===== src/rtl/riscv_pkg.sv =====
// Shared definitions for the RV32I multi-cycle control path: opcodes,
// FSM state encoding, ALU operand selects and writeback selects.
package riscv_pkg;

    localparam logic [6:0] OPC_BRANCH = 7'b1100011;
    localparam logic [6:0] OPC_LOAD   = 7'b0000011;
    localparam logic [6:0] OPC_STORE  = 7'b0100011;
    localparam logic [6:0] OPC_RTYPE  = 7'b0110011;
    localparam logic [6:0] OPC_IARITH = 7'b0010011;
    localparam logic [6:0] OPC_LUI    = 7'b0110111;
    localparam logic [6:0] OPC_AUIPC  = 7'b0010111;
    localparam logic [6:0] OPC_JAL    = 7'b1101111;
    localparam logic [6:0] OPC_JALR   = 7'b1100111;
    localparam logic [6:0] OPC_FENCE  = 7'b0001111;

    typedef enum logic [2:0] {
        ST_FETCH  = 3'd0,
        ST_DECODE = 3'd1,
        ST_EXEC   = 3'd2,
        ST_MEM    = 3'd3,
        ST_WB     = 3'd4,
        ST_TRAP   = 3'd5
    } state_e;

    typedef enum logic [1:0] {
        ASRC_RS1  = 2'b00,
        ASRC_PC   = 2'b01,
        ASRC_ZERO = 2'b10
    } alu_a_e;

    typedef enum logic [1:0] {
        BSRC_RS2  = 2'b00,
        BSRC_IMM  = 2'b01,
        BSRC_FOUR = 2'b10
    } alu_b_e;

    typedef enum logic [1:0] {
        WB_ALU = 2'b00,
        WB_MEM = 2'b01,
        WB_PC4 = 2'b10
    } wb_sel_e;

    // One-hot instruction class; all-zero means the opcode is illegal.
    typedef struct packed {
        logic branch;
        logic load;
        logic store;
        logic rtype;
        logic iarith;
        logic lui;
        logic auipc;
        logic jal;
        logic jalr;
        logic fence;
    } opc_class_t;

endpackage


===== src/rtl/riscv_multicycle_control_if.sv =====
// Control <-> datapath/memory bundle. The controller is the master: it
// consumes opcode, mem_ready and branch_taken and drives every strobe.
interface riscv_multicycle_control_if #(
    parameter int INSTRET_W = 32
);
    logic [6:0]           opcode;
    logic                 mem_ready;
    logic                 branch_taken;

    logic                 ir_write;
    logic                 pc_write;
    logic                 mem_read;
    logic                 mem_write;
    logic                 branch;
    logic                 jump;
    logic                 jalr;
    logic                 reg_write;
    logic [1:0]           alu_src_a;
    logic [1:0]           alu_src_b;
    logic [1:0]           wb_sel;
    logic                 illegal;
    logic                 mem_timeout;
    logic [INSTRET_W-1:0] instret;
    logic [2:0]           state;

    modport master (
        input  opcode, mem_ready, branch_taken,
        output ir_write, pc_write, mem_read, mem_write, branch, jump, jalr,
               reg_write, alu_src_a, alu_src_b, wb_sel, illegal, mem_timeout,
               instret, state
    );

    modport slave (
        output opcode, mem_ready, branch_taken,
        input  ir_write, pc_write, mem_read, mem_write, branch, jump, jalr,
               reg_write, alu_src_a, alu_src_b, wb_sel, illegal, mem_timeout,
               instret, state
    );
endinterface


===== src/rtl/riscv_multicycle_control_opcode_class.sv =====
// Combinational opcode -> one-hot class decode, shared by DECODE and EXEC.
module riscv_opcode_class
    import riscv_pkg::*;
(
    input  logic [6:0] opcode,
    output opc_class_t cls,
    output logic       legal
);

    // Exact-match each legal major opcode; anything else decodes to no class.
    always_comb begin
        cls        = '0;
        cls.branch = (opcode == OPC_BRANCH);
        cls.load   = (opcode == OPC_LOAD);
        cls.store  = (opcode == OPC_STORE);
        cls.rtype  = (opcode == OPC_RTYPE);
        cls.iarith = (opcode == OPC_IARITH);
        cls.lui    = (opcode == OPC_LUI);
        cls.auipc  = (opcode == OPC_AUIPC);
        cls.jal    = (opcode == OPC_JAL);
        cls.jalr   = (opcode == OPC_JALR);
        cls.fence  = (opcode == OPC_FENCE);
        legal      = |cls;
    end

endmodule


===== src/rtl/riscv_multicycle_control.sv =====
// Multi-cycle RV32I control FSM: FETCH/DECODE/EXEC/MEM/WB sequencing,
// memory wait timeout, sticky trap causes and a retired-instruction counter.
module riscv_multicycle_control
    import riscv_pkg::*;
#(
    parameter int TIMEOUT_CYCLES      = 255,
    parameter int ENABLE_ILLEGAL_TRAP = 1,
    parameter int INSTRET_W           = 32
) (
    input  logic                       clk,
    input  logic                       rst,
    riscv_multicycle_control_if.master bus
);

    // Counter only needs to reach TIMEOUT_CYCLES: at that value we either
    // trap or leave the state, and any state change clears it.
    localparam int              WAIT_W     = (TIMEOUT_CYCLES < 2) ? 1 : $clog2(TIMEOUT_CYCLES + 1);
    localparam logic [WAIT_W-1:0] WAIT_LIMIT = WAIT_W'(TIMEOUT_CYCLES);
    localparam bit              TIMEOUT_EN = (TIMEOUT_CYCLES != 0);
    localparam bit              TRAP_EN    = (ENABLE_ILLEGAL_TRAP != 0);

    state_e               state_q, state_d;
    logic [WAIT_W-1:0]    wait_q, wait_d;
    logic [INSTRET_W-1:0] instret_q, instret_d;
    logic                 illegal_q, illegal_d;
    logic                 mem_timeout_q, mem_timeout_d;

    opc_class_t cls;
    logic       legal;
    logic       retire;
    logic       timeout_hit;

    logic    ir_write, pc_write, mem_read, mem_write;
    logic    branch, jump, jalr, reg_write;
    alu_a_e  alu_a;
    alu_b_e  alu_b;
    wb_sel_e wb_sel;

    riscv_opcode_class u_class (
        .opcode (bus.opcode),
        .cls    (cls),
        .legal  (legal)
    );

    // A late mem_ready always wins over the timeout in the same cycle.
    assign timeout_hit = TIMEOUT_EN && !bus.mem_ready && (wait_q == WAIT_LIMIT);

    // Next-state and per-state datapath strobes.
    always_comb begin
        state_d       = state_q;
        illegal_d     = illegal_q;
        mem_timeout_d = mem_timeout_q;
        retire        = 1'b0;
        ir_write      = 1'b0;
        pc_write      = 1'b0;
        mem_read      = 1'b0;
        mem_write     = 1'b0;
        branch        = 1'b0;
        jump          = 1'b0;
        jalr          = 1'b0;
        reg_write     = 1'b0;
        alu_a         = ASRC_RS1;
        alu_b         = BSRC_RS2;
        wb_sel        = WB_ALU;

        case (state_q)
            ST_FETCH: begin
                // ALU computes PC+4 while the instruction is read.
                mem_read = 1'b1;
                alu_a    = ASRC_PC;
                alu_b    = BSRC_FOUR;
                if (bus.mem_ready) begin
                    ir_write = 1'b1;
                    pc_write = 1'b1;
                    state_d  = ST_DECODE;
                end else if (timeout_hit) begin
                    mem_timeout_d = 1'b1;
                    state_d       = ST_TRAP;
                end
            end

            ST_DECODE: begin
                if (cls.fence) begin
                    state_d = ST_FETCH;
                    retire  = 1'b1;
                end else if (legal) begin
                    state_d = ST_EXEC;
                end else if (TRAP_EN) begin
                    illegal_d = 1'b1;
                    state_d   = ST_TRAP;
                end else begin
                    // Illegal opcode quietly retires as a NOP.
                    state_d = ST_FETCH;
                    retire  = 1'b1;
                end
            end

            ST_EXEC: begin
                state_d = ST_WB;
                if (cls.rtype) begin
                    alu_b = BSRC_RS2;
                end else if (cls.iarith) begin
                    alu_b = BSRC_IMM;
                end else if (cls.lui) begin
                    alu_a = ASRC_ZERO;
                    alu_b = BSRC_IMM;
                end else if (cls.auipc) begin
                    alu_a = ASRC_PC;
                    alu_b = BSRC_IMM;
                end else if (cls.load || cls.store) begin
                    alu_b   = BSRC_IMM;
                    state_d = ST_MEM;
                end else if (cls.branch) begin
                    branch   = 1'b1;
                    pc_write = bus.branch_taken;
                    state_d  = ST_FETCH;
                    retire   = 1'b1;
                end else if (cls.jal) begin
                    jump     = 1'b1;
                    pc_write = 1'b1;
                    alu_a    = ASRC_PC;
                    alu_b    = BSRC_IMM;
                end else if (cls.jalr) begin
                    jalr     = 1'b1;
                    pc_write = 1'b1;
                    alu_b    = BSRC_IMM;
                end else begin
                    // Unreachable while the IR is held; recover without retiring.
                    state_d = ST_FETCH;
                end
            end

            ST_MEM: begin
                mem_read  = cls.load;
                mem_write = cls.store;
                if (bus.mem_ready) begin
                    state_d = cls.load ? ST_WB : ST_FETCH;
                    retire  = cls.store;
                end else if (timeout_hit) begin
                    mem_timeout_d = 1'b1;
                    state_d       = ST_TRAP;
                end
            end

            ST_WB: begin
                reg_write = 1'b1;
                if (cls.load)                wb_sel = WB_MEM;
                else if (cls.jal || cls.jalr) wb_sel = WB_PC4;
                else                         wb_sel = WB_ALU;
                state_d = ST_FETCH;
                retire  = 1'b1;
            end

            ST_TRAP: begin
                state_d = ST_TRAP;
            end

            default: begin
                state_d = ST_FETCH;
            end
        endcase
    end

    // Retire counter and memory wait counter updates.
    always_comb begin
        instret_d = instret_q + INSTRET_W'(retire);
        wait_d    = wait_q;
        if (state_d != state_q) begin
            wait_d = '0;
        end else if (TIMEOUT_EN && !bus.mem_ready &&
                     (state_q == ST_FETCH || state_q == ST_MEM)) begin
            wait_d = wait_q + WAIT_W'(1);
        end
    end

    // State, counters and sticky flags; reset abandons any instruction.
    always_ff @(posedge clk) begin
        if (rst) begin
            state_q       <= ST_FETCH;
            wait_q        <= '0;
            instret_q     <= '0;
            illegal_q     <= 1'b0;
            mem_timeout_q <= 1'b0;
        end else begin
            state_q       <= state_d;
            wait_q        <= wait_d;
            instret_q     <= instret_d;
            illegal_q     <= illegal_d;
            mem_timeout_q <= mem_timeout_d;
        end
    end

    // Every output is held low while rst is asserted, even before the edge.
    always_comb begin
        bus.ir_write    = ir_write  & ~rst;
        bus.pc_write    = pc_write  & ~rst;
        bus.mem_read    = mem_read  & ~rst;
        bus.mem_write   = mem_write & ~rst;
        bus.branch      = branch    & ~rst;
        bus.jump        = jump      & ~rst;
        bus.jalr        = jalr      & ~rst;
        bus.reg_write   = reg_write & ~rst;
        bus.alu_src_a   = rst ? 2'b00 : alu_a;
        bus.alu_src_b   = rst ? 2'b00 : alu_b;
        bus.wb_sel      = rst ? 2'b00 : wb_sel;
        bus.illegal     = illegal_q     & ~rst;
        bus.mem_timeout = mem_timeout_q & ~rst;
        bus.instret     = rst ? '0 : instret_q;
        bus.state       = rst ? ST_FETCH : state_q;
    end

endmodule

===== src/flat_wrapper.sv =====
// flat-port wrapper written by rule: the top's interface ports become plain ports
module riscv_multicycle_control_flat import riscv_pkg::*;
#(
    parameter int TIMEOUT_CYCLES      = 255,
    parameter int ENABLE_ILLEGAL_TRAP = 1,
    parameter int INSTRET_W           = 32
)
  (clk, rst, bus_opcode, bus_mem_ready, bus_branch_taken, bus_ir_write, bus_pc_write, bus_mem_read, bus_mem_write, bus_branch, bus_jump, bus_jalr, bus_reg_write, bus_alu_src_a, bus_alu_src_b, bus_wb_sel, bus_illegal, bus_mem_timeout, bus_instret, bus_state);
  riscv_multicycle_control_if #(.INSTRET_W(INSTRET_W)) bus_i ();
  input  logic clk;
  input  logic rst;
  input wire logic [$bits(bus_i.opcode)-1:0] bus_opcode;
  input wire logic [$bits(bus_i.mem_ready)-1:0] bus_mem_ready;
  input wire logic [$bits(bus_i.branch_taken)-1:0] bus_branch_taken;
  output wire logic [$bits(bus_i.ir_write)-1:0] bus_ir_write;
  output wire logic [$bits(bus_i.pc_write)-1:0] bus_pc_write;
  output wire logic [$bits(bus_i.mem_read)-1:0] bus_mem_read;
  output wire logic [$bits(bus_i.mem_write)-1:0] bus_mem_write;
  output wire logic [$bits(bus_i.branch)-1:0] bus_branch;
  output wire logic [$bits(bus_i.jump)-1:0] bus_jump;
  output wire logic [$bits(bus_i.jalr)-1:0] bus_jalr;
  output wire logic [$bits(bus_i.reg_write)-1:0] bus_reg_write;
  output wire logic [$bits(bus_i.alu_src_a)-1:0] bus_alu_src_a;
  output wire logic [$bits(bus_i.alu_src_b)-1:0] bus_alu_src_b;
  output wire logic [$bits(bus_i.wb_sel)-1:0] bus_wb_sel;
  output wire logic [$bits(bus_i.illegal)-1:0] bus_illegal;
  output wire logic [$bits(bus_i.mem_timeout)-1:0] bus_mem_timeout;
  output wire logic [$bits(bus_i.instret)-1:0] bus_instret;
  output wire logic [$bits(bus_i.state)-1:0] bus_state;
  assign bus_i.opcode = bus_opcode;
  assign bus_i.mem_ready = bus_mem_ready;
  assign bus_i.branch_taken = bus_branch_taken;
  assign bus_ir_write = bus_i.ir_write;
  assign bus_pc_write = bus_i.pc_write;
  assign bus_mem_read = bus_i.mem_read;
  assign bus_mem_write = bus_i.mem_write;
  assign bus_branch = bus_i.branch;
  assign bus_jump = bus_i.jump;
  assign bus_jalr = bus_i.jalr;
  assign bus_reg_write = bus_i.reg_write;
  assign bus_alu_src_a = bus_i.alu_src_a;
  assign bus_alu_src_b = bus_i.alu_src_b;
  assign bus_wb_sel = bus_i.wb_sel;
  assign bus_illegal = bus_i.illegal;
  assign bus_mem_timeout = bus_i.mem_timeout;
  assign bus_instret = bus_i.instret;
  assign bus_state = bus_i.state;
  riscv_multicycle_control #(.TIMEOUT_CYCLES(TIMEOUT_CYCLES), .ENABLE_ILLEGAL_TRAP(ENABLE_ILLEGAL_TRAP), .INSTRET_W(INSTRET_W)) u_core (.clk(clk), .rst(rst), .bus(bus_i));
endmodule

===== config.mk =====
export PLATFORM = sky130hd
export DESIGN_NAME = riscv_multicycle_control_flat
export DESIGN_NICKNAME = d
export VERILOG_FILES = /design/src/rtl/riscv_pkg.sv /design/src/rtl/riscv_multicycle_control_if.sv /design/src/rtl/riscv_multicycle_control_opcode_class.sv /design/src/rtl/riscv_multicycle_control.sv /design/src/flat_wrapper.sv
export SDC_FILE = /design/constraint.sdc
export NUM_CORES = 1
export LEC_CHECK = 0
export ABC_AREA = 1
export CAP_MARGIN = 15
export CORE_MARGIN = 2
export CORE_UTILIZATION = 50
export CTS_BUF_LIST = sky130_fd_sc_hd__clkbuf_16
export DETAILED_ROUTE_END_ITERATION = 7
export DONT_BUFFER_PORTS = 1
export GPL_ROUTABILITY_DRIVEN = 0
export HOLD_SLACK_MARGIN = 0.02
export SYNTH_ARGS = -nofsm -noshare
export SYNTH_HDL_FRONTEND = slang
export SYNTH_HIERARCHICAL = 1
export SYNTH_SLANG_ARGS = --single-unit
export TNS_END_PERCENT = 30

===== constraint.sdc =====
create_clock -name clk -period 6.4 [get_ports clk]
set_input_delay 0.96 -clock clk [delete_from_list [all_inputs] [get_ports clk]]
set_output_delay 0.96 -clock clk [all_outputs]
set_load 0.02 [all_outputs]

# Yosys cells after proc, flatten, opt, wreduce, memory -nomap -nowiden
# Cells that the tools add are included.
dict set report word_totals {
  reg_bits 45
  inputBits 11
  elab_cells 130
  out_inout_bits 51
}
dict set report classes {
  reduce_logical 12
  eq_ne 17
  n_addsub 2
  mux 80
  bitwise 14
}
# op count
set ops {}
lappend ops {{two-way mux 3 bit} 15}
lappend ops {{two-way mux 1 bit} 39}
lappend ops {{two-way mux 2 bit} 19}
lappend ops {{adder 32 x 1 -> 32 bit} 1}
lappend ops {{two-way mux 32 bit} 1}
lappend ops {{equality test 7 x 6 -> 1 bit, second input constant} 3}
lappend ops {{equality test 7 bit, second input constant} 3}
lappend ops {{one-hot mux 3 bit (5 select lines)} 1}
lappend ops {{equality test 7 x 5 -> 1 bit, second input constant} 2}
lappend ops {{AND 1 bit} 10}
lappend ops {{OR reduction 10 bit} 1}
lappend ops {{adder 8 x 1 -> 8 bit, second input constant} 1}
lappend ops {{equality test 8 bit, second input constant} 1}
lappend ops {{one-hot mux 2 bit (2 select lines)} 2}
lappend ops {{equality test 7 x 2 -> 1 bit, second input constant} 1}
lappend ops {{equality test 7 x 4 -> 1 bit, second input constant} 1}
lappend ops {{equality test 3 x 2 -> 1 bit, second input constant} 2}
lappend ops {{equality test 3 bit, second input constant} 2}
lappend ops {{AND reduction 3 bit} 2}
lappend ops {{inverter 1 bit} 4}
lappend ops {{one-hot mux 1 bit (2 select lines)} 2}
lappend ops {{one-hot mux 1 bit (4 select lines)} 1}
lappend ops {{OR reduction 2 bit} 2}
lappend ops {{equality test 3 x 1 -> 1 bit, second input constant} 1}
lappend ops {{other kinds (5)} 8}

# Longest topological paths before layout
# Gate-level depths: netlist of run 1.
dict set report logic_depth {
  word_depth 12
  mapped_depth 21
  mapped_depth_nobuf 21
}

# Modules after synthesis
# Netlist of run 1, hierarchy kept.
# module seq_area_each_um2 n_inst area_per_inst_um2 cells_each
set modules_own_cells {}
lappend modules_own_cells {riscv_multicycle_control 900.9 1 2797.7 449}
lappend modules_own_cells {riscv_opcode_class 0.0 1 178.9 45}

# Worst setup path after synthesis of run 1
# No wires, ideal clock.
dict set report synth_timing {
  path_kind {input to output}
  from {input port bus_opcode[2]}
  to {output port bus_jump}
  t_arrival_ns 2.216
  setup_slack_ns 3.224
  required_ns 5.440
  path_stages 10
  n_path_buf 0
  path_cell_list {inv_1 > nand4_1 > nor2_1 > inv_1 > nor2_1 > inv_1 > nand2_1 > inv_1 > nand3_1 > nor4_1}
}
# item line_no
set synth_lines {}
lappend synth_lines {{start, declared} flat_wrapper.sv:12} ;# input wire logic [$bits(bus_i.opcode)-1:0] bus_opcode;
lappend synth_lines {{end, declared} flat_wrapper.sv:20} ;# output wire logic [$bits(bus_i.jump)-1:0] bus_jump;

==> results of run 1 <==
## report_power, final
part	internal (W)	leakage (nW)	total, W	switching (W)
Sequential	0.000284	0.363	0.000290	0.00000549
Combinational	0.0000193	0.791	0.0000650	0.0000457
Clock	0.000145	0.0702	0.000258	0.000113
## final cells by class
class	instances	area, µm²	area share, %
clock inverter	3	21.3	0.671
inverter	86	323	10.2
multi-input combinational	353	1710	53.8
clock buffer	5	125	3.95
sequential	45	901	28.4
tap	75	93.8	2.96
## cell usage in the layout (no fill, tap or decap), types with 5 or more instances in the layout
cell / netlist / routed
a21oi_1: 25 / 25
clkbuf_16: 0 / 5
dfxtp_1: 45 / 45
inv_1: 83 / 83
nand2_1: 95 / 95
nand2_2: 5 / 5
nand3_1: 24 / 24
nand4_1: 12 / 12
nor2_1: 106 / 106
nor2_2: 10 / 10
nor3_1: 20 / 20
nor4_1: 5 / 5
o21ai_0: 11 / 11
xor2_1: 10 / 10
## per-stage QoR
step           hold slack, ns  instances  worst slack, ns  instance area (µm²)
3_5_place_dp            0.446        559             2.79                 3020
5_1_grt                 0.468        567             2.68                 3170
2_1_floorplan           0.436        494             3.22                 2980
6_report                0.451        567             3.02                 3170
4_1_cts                 0.455        567             2.99                 3170
3_3_place_gp            0.439        559             2.94                 3020
## metal layers
layer	vias to the layer above	wire length, µm
met3	12	368
li1	1544	-
met1	1353	3360
met2	78	3540
met5	-	0
met4	0	88
## kinds of logic (layout without fill, tap and decap cells)
kind of cell    count (synthesis)  after routing
simple gates                  293            293
buf+inv                        96             94
xor+xnor                       13             13
flops                          45             45
compound gates                 44             44
fa+ha+maj                       3              3
## worst max-delay path by stage
stage,startpoint,to,cells past startpoint
2_1_floorplan,bus_opcode[2],bus_jump,10
3_3_place_gp,bus_opcode[3],u_core/instret_q[26]$_SDFF_PP0_,17
3_5_place_dp,bus_opcode[3],u_core/instret_q[26]$_SDFF_PP0_,17
4_1_cts,bus_opcode[2],bus_jump,10
5_1_grt,bus_opcode[3],u_core/instret_q[26]$_SDFF_PP0_,17
6_report,bus_opcode[2],bus_jump,10
## worst max-delay path, cell delays in order
cell,delay [ns]
inv_1,0.03
nand4_1,0.13
nor2_1,0.07
inv_1,0.07
nor2_1,0.04
inv_1,0.08
nand2_1,0.12
inv_1,0.12
nand3_1,0.09
nor4_1,0.72
## registers in the layout (all words and copies together) (netlist names)
| name | count |
|---|---|
| u_core/instret_q | 32 |
| u_core/illegal_q | 1 |
| u_core/wait_q | 8 |
| u_core/mem_timeout_q | 1 |
| u_core/state_q | 3 |
## Yosys cell counts (9+ instances only)
library cell / instances / area share (%)
a21oi_1: 25 / 4.2
clkbuf_1: 9 / 1.1
dfxtp_1: 45 / 30
inv_1: 83 / 10
nand2_1: 95 / 12
nand3_1: 24 / 4.0
nand4_1: 12 / 2.5
nor2_1: 106 / 13
nor2_2: 10 / 2.1
nor3_1: 20 / 3.4
o21ai_0: 11 / 1.8
xor2_1: 10 / 2.9
==> results.json, run 1 <==
{
  "core_area_um2": 5850,
  "min_period_over_period_pct": 52.9,
  "grt.met1_usage_pct": 29.3,
  "ys.flop_type": "dfxtp_1",
  "avgViaCountPerCell": 5.27,
  "clkLatencyLatePin_ns": 0.29,
  "tns_ns": 0,
  "maxSlewViolCount": 0,
  "finalPower_w": 0.000613,
  "post-cts-setup-buffers": 0,
  "cts.sinks": 45,
  "port_buffers": 0,
  "wire_per_inst_um": 13.0,
  "start_util_pct": 50.9,
  "met2_usage_pct": 41.9,
  "ys_seq_area_share_pct": 30.3,
  "synth_fa_ha_area_share_pct": 1.26,
  "timing.rr.end": "u_core/instret_q[26]$_SDFF_PP0_",
  "io_pins": 62,
  "synth-compound-area-share_pct": 8.03,
  "synth_xor_area_share_pct": 3.83,
  "areaGrowthSynthToFinish_pct": 6.47,
  "yosysWarnings": 6,
  "die-area_um2": 6590,
  "cts_root_buffer": "clkbuf_16",
  "status": "complete, no violations",
  "min_path_type": "reg2reg",
  "grt_max_degree": 74,
  "fill_cells": 647,
  "slew_headroom_pct": 37.7,
  "start_kind": "primary input",
  "whs_path_depth": 2,
  "diodes": 0,
  "cts_buffers": 5,
  "cts_hold_buffers": 0,
  "firstDrtPassIters": 5,
  "use_met3_pct": 3.67,
  "antenna_found_initial": 0,
  "crit_required_ns": 5.44,
  "synthMuxAreaShare_pct": 0,
  "synth_cell_types": 36,
  "overflow": 0,
  "fin_crit_ns": 3.38,
  "drt_iter0_drc": 186,
  "drtAntennaViolNets": 0,
  "max_freq_mhz": 296,
  "ir_drop_mv": 0.105,
  "synth_area_um2": 2980,
  "cp_data_arrival_time_ns": 2.42,
  "grt_pass1_vias": 2683,
  "ys_seq_elements": 45,
  "chipWidth_um": 81.2,
  "synth_nets": 508,
  "critPathCaptureType": "output pin",
  "avgSynthCellArea_um2": 6.03,
  "worst-r2r-cell-count": 12,
  "dp_hpwl_mm": 5.73,
  "rows": 28,
  "clock_skew_ns": 0.00891,
  "grt.busiest_layer": "met2",
  "tritoncts": "yes",
  "synthSimpleGateAreaFrac_pct": 44.2,
  "grt_pass1_wl_mm": 12.3,
  "grtUsageTotal_pct": 23.4,
  "die_h_um": 81.2,
  "r2r_start": "u_core/state_q[0]$_SDFF_PP0_",
  "drc_errors": 0,
  "vias": 2987,
  "power_density_nw_per_um2": 193,
  "critPathKind": "in2out",
  "ctsResizeCount": 0,
  "clk_pin_slew_ns": 0.06,
  "rsz0062_at_grt": "false",
  "tightest_slew_ns": 0.926,
  "synth_edf_count": 0,
  "synth_top_family_by_area": "simple AND/OR/NAND/NOR gates",
  "cellLeakagePower_nw": 1.22,
  "cap_viol_max_count": 0,
  "crit_fanout": 5,
  "final_util_pct": 54.2,
  "drive_above_1_share_pct": 7.11,
  "nNetsFinal": 505,
  "async_reset_ff_share_pct": 0,
  "syn_inst": 494,
  "r2r_slack_ns": 3.60,
  "finalSetupViolCount": 0,
  "min_to": "u_core/illegal_q$_SDFFE_PP0P_",
  "drt_wl_total_mm": 7.35,
  "hold_viol_final": 0,
  "cts_htree_levels": 2,
  "clock_path_buffers": 2,
  "min-delay-start": "u_core/illegal_q$_SDFFE_PP0P_"
}
Note: power is estimated with default switching activity, not from simulation.
==> run 2, diff against run 1 <==
Clock period 6.4 ns to 3.35 ns, I/O delays scaled along.
==> results.json, run 2 (synthesis gave the netlist of run 1 again) <==
{
  "min_period_over_period_pct": 86.9,
  "vias": 2928,
  "ctsResizeCount": 0,
  "clock_skew_ns": 0.00891,
  "tightest_slew_ns": 0.705,
  "critPathKind": "in2reg",
  "reg_top3": "u_core/instret_q (32), u_core/wait_q (8), u_core/state_q (3)",
  "critPathCaptureType": "flip-flop",
  "drc_errors": 0,
  "cp_data_arrival_time_ns": 3.13,
  "switching_share_pct": 25.0,
  "slowest_stage": "ha_1",
  "p_clk_share_pct": 45.5,
  "areaGrowthSynthToFinish_pct": 7.57,
  "cts_root_buffer": "clkbuf_16",
  "grtUsageTotal_pct": 23.2,
  "clkLatencyLatePin_ns": 0.29,
  "wire_per_inst_um": 12.8,
  "largest_reg_flops": 32,
  "cap_viol_max_count": 0,
  "cts_htree_levels": 2,
  "fin_crit_ns": 2.91,
  "intPower_w": 0.000933,
  "finalPower_w": 0.00124,
  "crit_required_ns": 3.56,
  "final_common_cell": "nor2_1",
  "io_pins": 62,
  "ir_drop_mv": 0.262,
  "core_area_um2": 5850,
  "start_util_pct": 50.9,
  "die-area_um2": 6590,
  "hold_viol_final": 0,
  "cts.sinks": 45,
  "power_density_nw_per_um2": 389,
  "clk_pin_slew_ns": 0.07,
  "maxSlewViolCount": 0,
  "drt_iter0_drc": 142,
  "firstDrtPassIters": 5,
  "power.switching_w": 0.000311,
  "drive_above_1_share_pct": 7.30,
  "cts_buffers": 5,
  "final_cell_mix": "nor2_1 (106), nand2_1 (95), inv_1 (83)",
  "overflow": 0,
  "dp_hpwl_mm": 5.71,
  "finalSetupViolCount": 0,
  "rsz0062_at_grt": "false",
  "tns_ns": 0,
  "port_buffers": 0,
  "status": "complete, no violations",
  "path_cells": "nand2_1 > nor2_1 > nand2_1 > inv_1 > nor2_1 > nand3_1 > nor2_2 > nand2_1 > o311ai_0 > ha_1 > ha_1 > nand3_2 > nor2_2 > nand2_1 > nor2_2 > nand4_2 > o21ai_0 > nor3b_1",
  "max_freq_mhz": 343,
  "holdWs_ns": 0.285,
  "die_h_um": 81.2,
  "cellLeakagePower_nw": 1.24,
  "drtAntennaViolNets": 0,
  "slew_headroom_pct": 52.6,
  "clock_path_buffers": 2,
  "grt_pass1_vias": 2646,
  "seqPwrFrac_pct": 44.5,
  "cts_hold_buffers": 0,
  "regMostFlops": "u_core/instret_q",
  "pwr-share-comb_pct": 9.9,
  "avgViaCountPerCell": 5.15,
  "rows": 28,
  "diodes": 0,
  "nNetsFinal": 506,
  "chipWidth_um": 81.2,
  "grt_max_degree": 74,
  "cpMostUsedCell": "nand2_1",
  "post-cts-setup-buffers": 0,
  "drt_wl_total_mm": 7.28,
  "min_path_type": "in2reg",
  "max_stage_delay_ns": 0.25,
  "start_kind": "primary input",
  "crit_fanout": 4,
  "grt_pass1_wl_mm": 12.0,
  "antenna_found_initial": 0,
  "tritoncts": "yes"
}
-- run 2: cell count changes in the layout (fill, tap and decap cells not counted), sizes merged --
cell	delta
buf	+1
inv	-1
bufinv	+1
-- run 2: worst paths after layout --
check	start	end	slack (ns)	cells after the start
min	rst	u_core/illegal_q$_SDFFE_PP0P_	0.29	1
min reg2reg	u_core/mem_timeout_q$_SDFFE_PP0P_	u_core/mem_timeout_q$_SDFFE_PP0P_	0.46	2
max	bus_opcode[0]	u_core/instret_q[24]$_SDFF_PP0_	0.44	18
max reg2reg	u_core/state_q[0]$_SDFF_PP0_	u_core/instret_q[24]$_SDFF_PP0_	0.54	11
-- run 2: metal layers --
metal  wire [µm]  track usage (%)  vias to the layer above
met5           0                0                        -
met4         125             7.29                        0
li1            -                -                     1546
met1        3370             30.1                     1307
met2        3490             39.8                       63
met3         289             3.22                       12
-- run 2: area by class of cell --
cell class                 instances  area (µm²)
fill                             617        2650
multi-input combinational        353        1710
sequential                        45         901
inverter                          86         323
clock buffer                       5         125
tap                               75        93.8
clock inverter                     3        46.3
timing repair buffer               1        7.51
-- run 2: worst max-delay path, delay by kind of cell --
kind                       cells  cell delay (ns)
and+or+nand+nor               13             1.74
buffers and inverters          1             0.05
adders and majority gates      2             0.50
AOI/OAI and AO/OA              2             0.33
-- run 2: metrics by stage --
step | utilization, % | std cells | instance area [µm²] | setup slack [ns]
2_1_floorplan | - | 494 | 2980 | 0.633
3_3_place_gp | 51.8 | 560 | 3030 | 0.355
3_5_place_dp | 51.8 | 560 | 3030 | 0.188
4_1_cts | 54.7 | 568 | 3200 | 0.490
5_1_grt | 54.7 | 568 | 3200 | 0.0279
6_report | 54.7 | 568 | 3200 | 0.437
-- run 2: power by group through the flow --
| stage | clock, W | combinational (W) | sequential, W |
|---|---|---|---|
| global route | 0.000600 | 0.000141 | 0.000556 |
| detailed placement | 0 | 0.000124 | 0.000566 |
| CTS | 0.000581 | 0.000125 | 0.000554 |
| floorplan | 0 | 0.000125 | 0.000560 |
| global placement | 0 | 0.000124 | 0.000566 |
| finish | 0.000567 | 0.000124 | 0.000554 |
==> run 3, diff against run 2 <==
Settings changed: CTS_CLUSTER_SIZE set to 40, HOLD_SLACK_MARGIN 0.02 to unset.
==> results of run 3 <==
No change in the layout: final DEF, timing and power equal those of run 2.
